--- src/rtl/psg_pkg.sv ---
// Shared definitions for the SN76489-compatible sound generator register file.
// Register addresses are the 3-bit {channel, type} pair carried in a latch byte.
package psg_pkg;

    localparam int unsigned PSG_DATA_W  = 8;
    localparam int unsigned PSG_FREQ_W  = 10;
    localparam int unsigned PSG_ATT_W   = 4;
    localparam int unsigned PSG_NCTRL_W = 3;
    localparam int unsigned PSG_ADDR_W  = 3;

    typedef logic [PSG_ADDR_W-1:0] psg_addr_t;

    localparam psg_addr_t PSG_TONE0     = 3'd0;
    localparam psg_addr_t PSG_ATT0      = 3'd1;
    localparam psg_addr_t PSG_TONE1     = 3'd2;
    localparam psg_addr_t PSG_ATT1      = 3'd3;
    localparam psg_addr_t PSG_TONE2     = 3'd4;
    localparam psg_addr_t PSG_ATT2      = 3'd5;
    localparam psg_addr_t PSG_NOISE     = 3'd6;
    localparam psg_addr_t PSG_NOISE_ATT = 3'd7;

    localparam logic [PSG_ATT_W-1:0] PSG_ATT_OFF = 4'hF;

    typedef enum logic {
        PSG_IDLE = 1'b0,
        PSG_BUSY = 1'b1
    } psg_state_e;

    // One decoded bus write: target register and the payload bits it may use.
    typedef struct packed {
        logic      is_latch;
        psg_addr_t addr;
        logic [5:0] value;
    } psg_wr_t;

    // Latch bytes carry their own address; data bytes reuse the last latched one.
    function automatic psg_wr_t psg_decode(input logic [PSG_DATA_W-1:0] wr_byte,
                                           input psg_addr_t             latch_addr);
        psg_wr_t w;
        w.is_latch = wr_byte[7];
        w.addr     = wr_byte[7] ? psg_addr_t'(wr_byte[6:4]) : latch_addr;
        w.value    = wr_byte[5:0];
        return w;
    endfunction

endpackage

--- src/rtl/psg_ready_timer.sv ---
// READY handshake timer: IDLE/BUSY state plus a down-counter that holds BUSY
// for exactly READY_CYCLES cycles after each accept.
// Ports:
//   clk, reset_n   clock, async active-low reset
//   accept_i       one-cycle accept pulse (only honoured in IDLE)
//   ready_o        high in IDLE
//   busy_o         high in BUSY
module psg_ready_timer
    import psg_pkg::*;
#(
    parameter int unsigned READY_CYCLES = 32
) (
    input  logic clk,
    input  logic reset_n,
    input  logic accept_i,
    output logic ready_o,
    output logic busy_o
);

    localparam int unsigned CNT_W = $clog2(READY_CYCLES + 1);
    localparam logic [CNT_W-1:0] CNT_LOAD = CNT_W'(READY_CYCLES - 1);

    psg_state_e       state_q, state_d;
    logic [CNT_W-1:0] cnt_q, cnt_d;

    // State and counter registers
    always_ff @(posedge clk or negedge reset_n) begin
        if (!reset_n) begin
            state_q <= PSG_IDLE;
            cnt_q   <= '0;
        end else begin
            state_q <= state_d;
            cnt_q   <= cnt_d;
        end
    end

    // Next state: the BUSY cycle that sees zero is the last low cycle of ready
    always_comb begin
        state_d = state_q;
        cnt_d   = cnt_q;
        case (state_q)
            PSG_IDLE: begin
                if (accept_i) begin
                    state_d = PSG_BUSY;
                    cnt_d   = CNT_LOAD;
                end
            end
            PSG_BUSY: begin
                if (cnt_q == '0) begin
                    state_d = PSG_IDLE;
                end else begin
                    cnt_d = cnt_q - CNT_W'(1);
                end
            end
            default: state_d = PSG_IDLE;
        endcase
    end

    assign ready_o = (state_q == PSG_IDLE);
    assign busy_o  = (state_q == PSG_BUSY);

endmodule

--- src/rtl/psg_register_file.sv ---
// Bus-side write interface and register file of the SN76489-compatible sound
// generator: decodes latch/data bytes into three tone periods, four
// attenuations and the noise control, and models the chip's READY handshake.
// Optional macro PSG_WE_SYNC_EN: pass we_n/data through a two-flop
// synchroniser before edge detection (adds 2 cycles of latency).
// Ports:
//   clk, reset_n          clock, async active-low reset
//   we_n, data[7:0]       write strobe (falling edge) and write byte
//   ready                 high when idle, low while absorbing a write
//   freq0..freq2[9:0]     tone half-periods
//   att0..att3[3:0]       attenuation, tones 0-2 and noise (15 = off)
//   noise_ctrl[2:0]       bit 2 white/periodic, bits 1:0 shift rate
//   noise_rst             one-cycle pulse on each noise control write
module psg_register_file
    import psg_pkg::*;
#(
    parameter int unsigned READY_CYCLES = 32
) (
    input  logic                   clk,
    input  logic                   reset_n,
    input  logic                   we_n,
    input  logic [PSG_DATA_W-1:0]  data,
    output logic                   ready,
    output logic [PSG_FREQ_W-1:0]  freq0,
    output logic [PSG_FREQ_W-1:0]  freq1,
    output logic [PSG_FREQ_W-1:0]  freq2,
    output logic [PSG_ATT_W-1:0]   att0,
    output logic [PSG_ATT_W-1:0]   att1,
    output logic [PSG_ATT_W-1:0]   att2,
    output logic [PSG_ATT_W-1:0]   att3,
    output logic [PSG_NCTRL_W-1:0] noise_ctrl,
    output logic                   noise_rst
);

    logic                  we_n_s;
    logic [PSG_DATA_W-1:0] data_s;

`ifdef PSG_WE_SYNC_EN
    logic [1:0]            we_sync_q;
    logic [PSG_DATA_W-1:0] data_s1_q, data_s2_q;

    // Two-flop synchroniser; strobe stages idle high
    always_ff @(posedge clk or negedge reset_n) begin
        if (!reset_n) begin
            we_sync_q <= 2'b11;
            data_s1_q <= '0;
            data_s2_q <= '0;
        end else begin
            we_sync_q <= {we_sync_q[0], we_n};
            data_s1_q <= data;
            data_s2_q <= data_s1_q;
        end
    end

    assign we_n_s = we_sync_q[1];
    assign data_s = data_s2_q;
`else
    assign we_n_s = we_n;
    assign data_s = data;
`endif

    logic    we_n_q;
    logic    accept;
    logic    ready_c;
    logic    busy_c;
    psg_wr_t wr_c;

    logic [2:0][PSG_FREQ_W-1:0] freq_q, freq_d;
    logic [3:0][PSG_ATT_W-1:0]  att_q, att_d;
    logic [PSG_NCTRL_W-1:0]     noise_ctrl_q, noise_ctrl_d;
    psg_addr_t                  latch_addr_q, latch_addr_d;
    logic                       noise_rst_q, noise_rst_d;

    // Falling edges seen while BUSY are dropped without effect
    assign accept = we_n_q & ~we_n_s & ready_c;

    psg_ready_timer #(
        .READY_CYCLES (READY_CYCLES)
    ) u_timer (
        .clk      (clk),
        .reset_n  (reset_n),
        .accept_i (accept),
        .ready_o  (ready_c),
        .busy_o   (busy_c)
    );

    // Register file and strobe history
    always_ff @(posedge clk or negedge reset_n) begin
        if (!reset_n) begin
            we_n_q       <= 1'b1;
            freq_q       <= '0;
            att_q        <= {4{PSG_ATT_OFF}};
            noise_ctrl_q <= '0;
            latch_addr_q <= PSG_TONE0;
            noise_rst_q  <= 1'b0;
        end else begin
            we_n_q       <= we_n_s;
            freq_q       <= freq_d;
            att_q        <= att_d;
            noise_ctrl_q <= noise_ctrl_d;
            latch_addr_q <= latch_addr_d;
            noise_rst_q  <= noise_rst_d;
        end
    end

    // Write decode: latch bytes set the low nibble, data bytes the upper six bits
    always_comb begin
        freq_d       = freq_q;
        att_d        = att_q;
        noise_ctrl_d = noise_ctrl_q;
        latch_addr_d = latch_addr_q;
        noise_rst_d  = 1'b0;
        wr_c         = psg_decode(data_s, latch_addr_q);

        if (accept) begin
            if (wr_c.is_latch) begin
                latch_addr_d = wr_c.addr;
            end
            if (wr_c.addr[0]) begin
                att_d[wr_c.addr[2:1]] = wr_c.value[3:0];
            end else if (wr_c.addr == PSG_NOISE) begin
                noise_ctrl_d = wr_c.value[2:0];
                noise_rst_d  = 1'b1;
            end else begin
                for (int unsigned i = 0; i < 3; i++) begin
                    if (wr_c.addr[2:1] == 2'(i)) begin
                        if (wr_c.is_latch) begin
                            freq_d[i][3:0] = wr_c.value[3:0];
                        end else begin
                            freq_d[i][9:4] = wr_c.value;
                        end
                    end
                end
            end
        end
    end

    assign ready      = ready_c;
    assign freq0      = freq_q[0];
    assign freq1      = freq_q[1];
    assign freq2      = freq_q[2];
    assign att0       = att_q[0];
    assign att1       = att_q[1];
    assign att2       = att_q[2];
    assign att3       = att_q[3];
    assign noise_ctrl = noise_ctrl_q;
    assign noise_rst  = noise_rst_q;

    // busy is implied by ~ready here; kept for timer completeness
    logic unused_c;
    assign unused_c = busy_c;

endmodule

--- config.mk ---
export PLATFORM = sky130hd
export DESIGN_NAME = psg_register_file
export DESIGN_NICKNAME = d
export VERILOG_FILES = /design/src/rtl/psg_pkg.sv /design/src/rtl/psg_ready_timer.sv /design/src/rtl/psg_register_file.sv
export SDC_FILE = /design/constraint.sdc
export NUM_CORES = 1
export LEC_CHECK = 0
export ABC_CLOCK_PERIOD_IN_PS = 5100
export BUFFER_PORTS_ARGS = -buffer_cell sky130_fd_sc_hd__buf_4
export CAP_MARGIN = 20
export CORE_ASPECT_RATIO = 0.9
export CORE_UTILIZATION = 49
export DETAILED_ROUTE_END_ITERATION = 8
export GPL_TIMING_DRIVEN = 1
export PLACE_DENSITY = 0.75
export SETUP_SLACK_MARGIN = 0.02
export SLEW_MARGIN = 25
export SYNTH_ARGS = -nofsm -noshare
export SYNTH_HDL_FRONTEND = slang
export SYNTH_SLANG_ARGS = --single-unit
--- constraint.sdc ---
create_clock -name clk -period 5.1 [get_ports clk]
set_input_delay 1.02 -clock clk [delete_from_list [all_inputs] [get_ports clk]]
set_output_delay 1.02 -clock clk [all_outputs]
set_load 0.02 [all_outputs]
Word level (Yosys, flattened, before mapping)
Cells that the tools add are included.
{ "classes": {"addsub": 1, "n_lt_le_gt_ge": 2, "n_eq_ne": 5, "muxes": 13, "n_bitwise": 7, "n_reduce_logical": 13} }
{ "ops": {"columns": ["op", "n"], "rows": [
  ["AND reduction 5 bit", 6],
  ["bitwise mux 16 bit", 1],
  ["2-to-1 mux 6 bit", 2],
  ["case mux 6 bit (2 select lines)", 1],
  ["demux 4 bit (select 2 bit)", 1],
  ["zero test 6 bit", 1],
  ["AND reduction 2 bit", 3],
  ["subtractor 6 x 1 -> 6 bit (second input constant)", 1],
  ["2-to-1 mux 1 bit", 5],
  ["NOT 1 bit", 5],
  ["2-to-1 mux 4 bit", 1],
  ["inequality test 2 bit (second input constant)", 2],
  ["== test 3 bit (second input constant)", 1],
  ["less-than comparator 2 x 3 -> 1 bit (second input constant)", 1],
  ["2-to-1 mux 3 bit", 1],
  ["AND reduction 3 bit", 1],
  ["bitwise AND 1 bit", 2],
  ["== test 2 x 1 -> 1 bit (second input constant)", 1],
  ["== test 2 bit (second input constant)", 1],
  [">= comparator 2 x 1 -> 1 bit (second input constant)", 1],
  ["zero test 2 bit", 1],
  ["case mux 1 bit (2 select lines)", 1],
  ["logical AND 1 bit", 1]
]} }
{ "totals": {"register_bits": 61, "input_bits": 11, "out_inout_bits": 51, "word_cells": 57} }

Longest topological paths before layout
{ "depth": {"depth_word": 6, "ltp_mapped": 5, "depth_no_buf": 5} }

Modules after synthesis
Synthesis repeated with hierarchy kept, for this count alone.
{ "unflattened": {"hier_cells": 182, "hier_area_um2": 2638.8} }
{ "by_module_without_submodules": {"columns": ["mod", "instances", "cells_each", "area_per_inst_um2", "seq_area_each_um2"], "rows": [
  ["psg_register_file", 1, 140, 2245.9, 1372.6],
  ["psg_ready_timer", 1, 42, 392.9, 175.2]
]} }

Worst setup path after synthesis
Ideal clock, no wire load.
{ "synth_timing": {"path_type": "in2reg", "startpoint": "input we_n", "endpoint": "register freq_q (netlist bit freq0[8])", "t_arrival_ps": 2242, "path_slack_ps": 2734, "stages": 4, "n_path_buf": 1, "path_cell_list": "or3b_1 buf_6 nor4b_4 mux2_2"} }
{ "synth_via": {"elab_chain_len": 4} }
{ "synth_rtl": {"columns": ["element", "line", "rtl"], "rows": [
  ["start: declaration", "psg_register_file.sv:21", "input logic we_n,"],
  ["NOT 1 bit", "psg_register_file.sv:75", "assign accept = we_n_q & ~we_n_s & ready_c;"],
  ["bitwise AND 1 bit (2 in series)", "psg_register_file.sv:75", null],
  ["AND reduction 5 bit (no source line)", null, null],
  ["end signal: assignment", "psg_register_file.sv:98", "freq_q <= freq_d;"],
  ["end: declaration", "psg_register_file.sv:68", "logic [2:0][PSG_FREQ_W-1:0] freq_q, freq_d;"]
]} }
Every way passes these cells.
A chain may end at the register's enable or synchronous reset.

Worst setup path in the final report
{ "layout_timing": {"startpoint": "input we_n", "endpoint": "register freq_q (netlist bit freq0[7])"} }
The elaborated chain is that of the path after synthesis.

==> results.tsv <==
stage	metric	value	unit
run_status	outcome	complete, no violations	
setup_path	worstPathRequired	5.31	ns
layout	final_net_count	250	
timing	hold_viol	0	
routing	first_iter_violations	71	
setup_path	worstPathArrival	2.61	ns
setup_path	cp-start-kind	primary input	
timing	skew	0.00851	ns
routing	drt-total-wl	5.15	mm
yosys	mappedNetlistArea	2610	um^2
die	start_util	0.523	
global_routing	grt_first_pass_wirelength	8.25	mm
die	rows	24	
run	maxCapViolCount	0	
placed_design	globalplace.congestion	0.698	
die	die_w	78.9	um
die	core	4980	um^2
cts	cts_made_buffers	9	
routing	dr.pass1.iters	4	
layout	synthToLayoutAreaGrowth	26.7	%
cts	holdBufCountCts	0	
layout	final_cells	308	
placed_design	dp_cells	292	
setup_path	reg2reg_from	we_n_q	
timing	setup_tns	0	ns
routing	routedWlPerCell	16.7	um
die	ios	62	
min_path	holdPathEnd	freq2[1]	
placed_design	dpl_cell_area	3100	um^2
setup_path	critPathLaunch	we_n	
cts	cts_sinks	61	
setup_path	cp_slowest_cell	or3b_1	
setup_path	reg2reg_depth	3	
timing	period_share	0.471	
global_routing	grt_pass1_vias	1614	
timing	slew_viol_final	0	
min_path	whs_path_depth	1	
layout	final_util	0.663	
cts	htree_levels	3	
die	die_area	5620	um^2
setup_path	crit_buf_inv	1	
global_routing	overflow	0	
yosys	postSynthCellCount	176	
layout	antenna_cells	0	
timing	whs	0.507	ns
yosys	yosys_warnings	0	
timing	rsz0062_at_grt	no	
timing	max_freq	0.416	GHz
power	peakVddDrop	0.171	mV
global_routing	grt_max_degree	62	
cts	cts-root-buf	clkbuf_8	
layout	drive_gt1_frac	0.646	
timing	maxSlewHeadroom	0.496	
cts	cts_resized	0	
setup_path	worstSetupPathType	primary input to flop	
min_path	worstHoldPathType	flop to flop	
yosys	synth.distinct_cells	31	
yosys	synth.ff_latch_count	61	
setup_path	cp_top_family	simple AND/OR/NAND/NOR gates	
yosys	yosysSeqAreaShare	0.593	
setup_path	critPathCaptureType	flop	
die	fp.dieH	71.2	um
cts	clock_path_buffers	2	
cts	cts_setup_buffers	0	
global_routing	grt_use_total	0.201	
setup_path	cp_slowest_stage_delay	0.57	ns
setup_path	cp_max_fo	8	
cts	cts_tree	done	
timing	fin_crit	2.40	ns
setup_path	reg2reg_to	freq0[7]	
cts	cts.reportedPaths.clkPinSlew	0.06	ns
timing	setup_viol	0	
routing	vias	1639	
power	power_density	282	nW/um^2
timing	fin_ws	2.70	ns
setup_path	rrSetupSlack	2.99	ns
cts	clk_latency	0.33	ns
layout	fin_area	3310	um^2
yosys	syn-mean-instance-area	14.8	um^2
routing	vias_per_cell	5.32	
routing	final_antenna_net_count	0	
power	p_total	0.933	mW
routing	drc_errors	0	
yosys	syn-num-nets	188	
power	leakage	1.62	nW
placed_design	portBuffers	61	
min_path	hp-start	freq2[1]	
global_routing	antenna_found_initial	0	
placed_design	dp_slack	2.35	ns
timing	tightest_slew	0.757	ns
setup_path	crit_path_cell_trace	buf_4, or3b_1, nor4b_4, mux2_2	
placed_design	dp_hpwl	3.49	mm
worst register-to-register path, delay by kind of cell, from the launching register on:
kind	cells	cell delay, ns
flops	1	0.52
mux	1	0.39
simple gates	2	1.07
sequential cells by signal, indices dropped and copies added, names as in the netlist, 3 cells and up:
name	cells
freq0	10
att0	4
u_timer.cnt_q	6
att1	4
att2	4
freq1	10
latch_addr_q	3
noise_ctrl	3
freq2	10
att3	4
kinds of logic (layout without fill, tap and decap cells):
family | Yosys count | in the layout | share of synthesized area
flops | 61 | 61 | 0.593
mux | 56 | 56 | 0.240
compound gates | 13 | 13 | 0.0427
buf+inv | 14 | 81 | 0.0259
simple gates | 31 | 31 | 0.0930
fa+ha+maj | 1 | 1 | 0.00480
report_power, final:
| part | total, mW | leakage (nW) | internal, mW | switching (mW) |
|---|---|---|---|---|
| Combinational | 0.0312 | 0.734 | 0.00867 | 0.0226 |
| Clock | 0.417 | 0.110 | 0.243 | 0.174 |
| Sequential | 0.486 | 0.771 | 0.485 | 0.000147 |
| Total | 0.933 | 1.62 | 0.737 | 0.196 |
synthesized netlist by cell type:
cell	instances	area [um^2]
nand2b_1	1	6.26
a211oi_2	4	50.1
or3b_1	1	8.76
buf_2	3	15.0
nor2b_1	2	12.5
buf_4	1	7.51
nand4b_1	4	35.0
nor3b_1	2	15.0
nand4bb_1	1	11.3
buf_1	1	3.75
a21oi_1	3	15.0
o31ai_1	3	22.5
or4b_2	1	10.0
nor4b_4	2	47.6
o211ai_1	2	15.0
ha_1	1	12.5
nor2_1	4	15.0
nor3_1	2	10.0
dfrtp_1	44	1100
inv_1	4	15.0
clkbuf_1	4	15.0
mux2_2	53	597
buf_6	1	11.3
nand3_1	2	10.0
nand2_1	3	11.3
or3b_2	2	17.5
nand3b_1	3	22.5
mux2i_1	3	30.0
o41ai_1	1	8.76
dfstp_2	17	447
nor4bb_1	1	10.0
final cells by class:
class | instances | area (um^2)
clock buffer | 13 | 190
clock inverter | 3 | 15.0
fill | 406 | 1680
inverter | 4 | 15.0
multi-input combinational | 101 | 998
sequential | 61 | 1550
tap | 65 | 81.3
timing repair buffer | 61 | 458
per-layer routing:
metal / wire, um / vias up / GRT usage
met4: 40 / 0 / 0.0727
met3: 290 / 4 / 0.0790
met5: 0 / - / 0
met2: 2410 / 41 / 0.294
met1: 2410 / 833 / 0.275
li1: - / 761 / -
layout by cell type, fill, tap and decap left out, drive strengths merged:
master	netlist	layout
nand4b	4	4
dfstp	17	17
nand2b	1	1
mux2i	3	3
or4b	1	1
nor4b	2	2
ha	1	1
nor4bb	1	1
nand3b	3	3
clkinv	0	3
nand3	2	2
nor3b	2	2
nor2b	2	2
mux2	53	53
nor2	4	4
or3b	3	3
buf	6	61
nand4bb	1	1
dfrtp	44	44
a21oi	3	3
o41ai	1	1
inv	4	4
a211oi	4	4
nand2	3	3
o31ai	3	3
clkbuf	4	13
nor3	2	2
o211ai	2	2
how the worst max path moves through the flow:
| stage | to | cells past startpoint |
|---|---|---|
| 6_report | freq0[7] | 4 |
| 4_1_cts | freq0[8] | 4 |
| 3_3_place_gp | freq1[5] | 4 |
| 3_5_place_dp | freq0[5] | 4 |
| 5_1_grt | freq0[7] | 4 |
| 2_1_floorplan | freq0[8] | 4 |
Note: power is estimated with default switching activity, not from simulation.
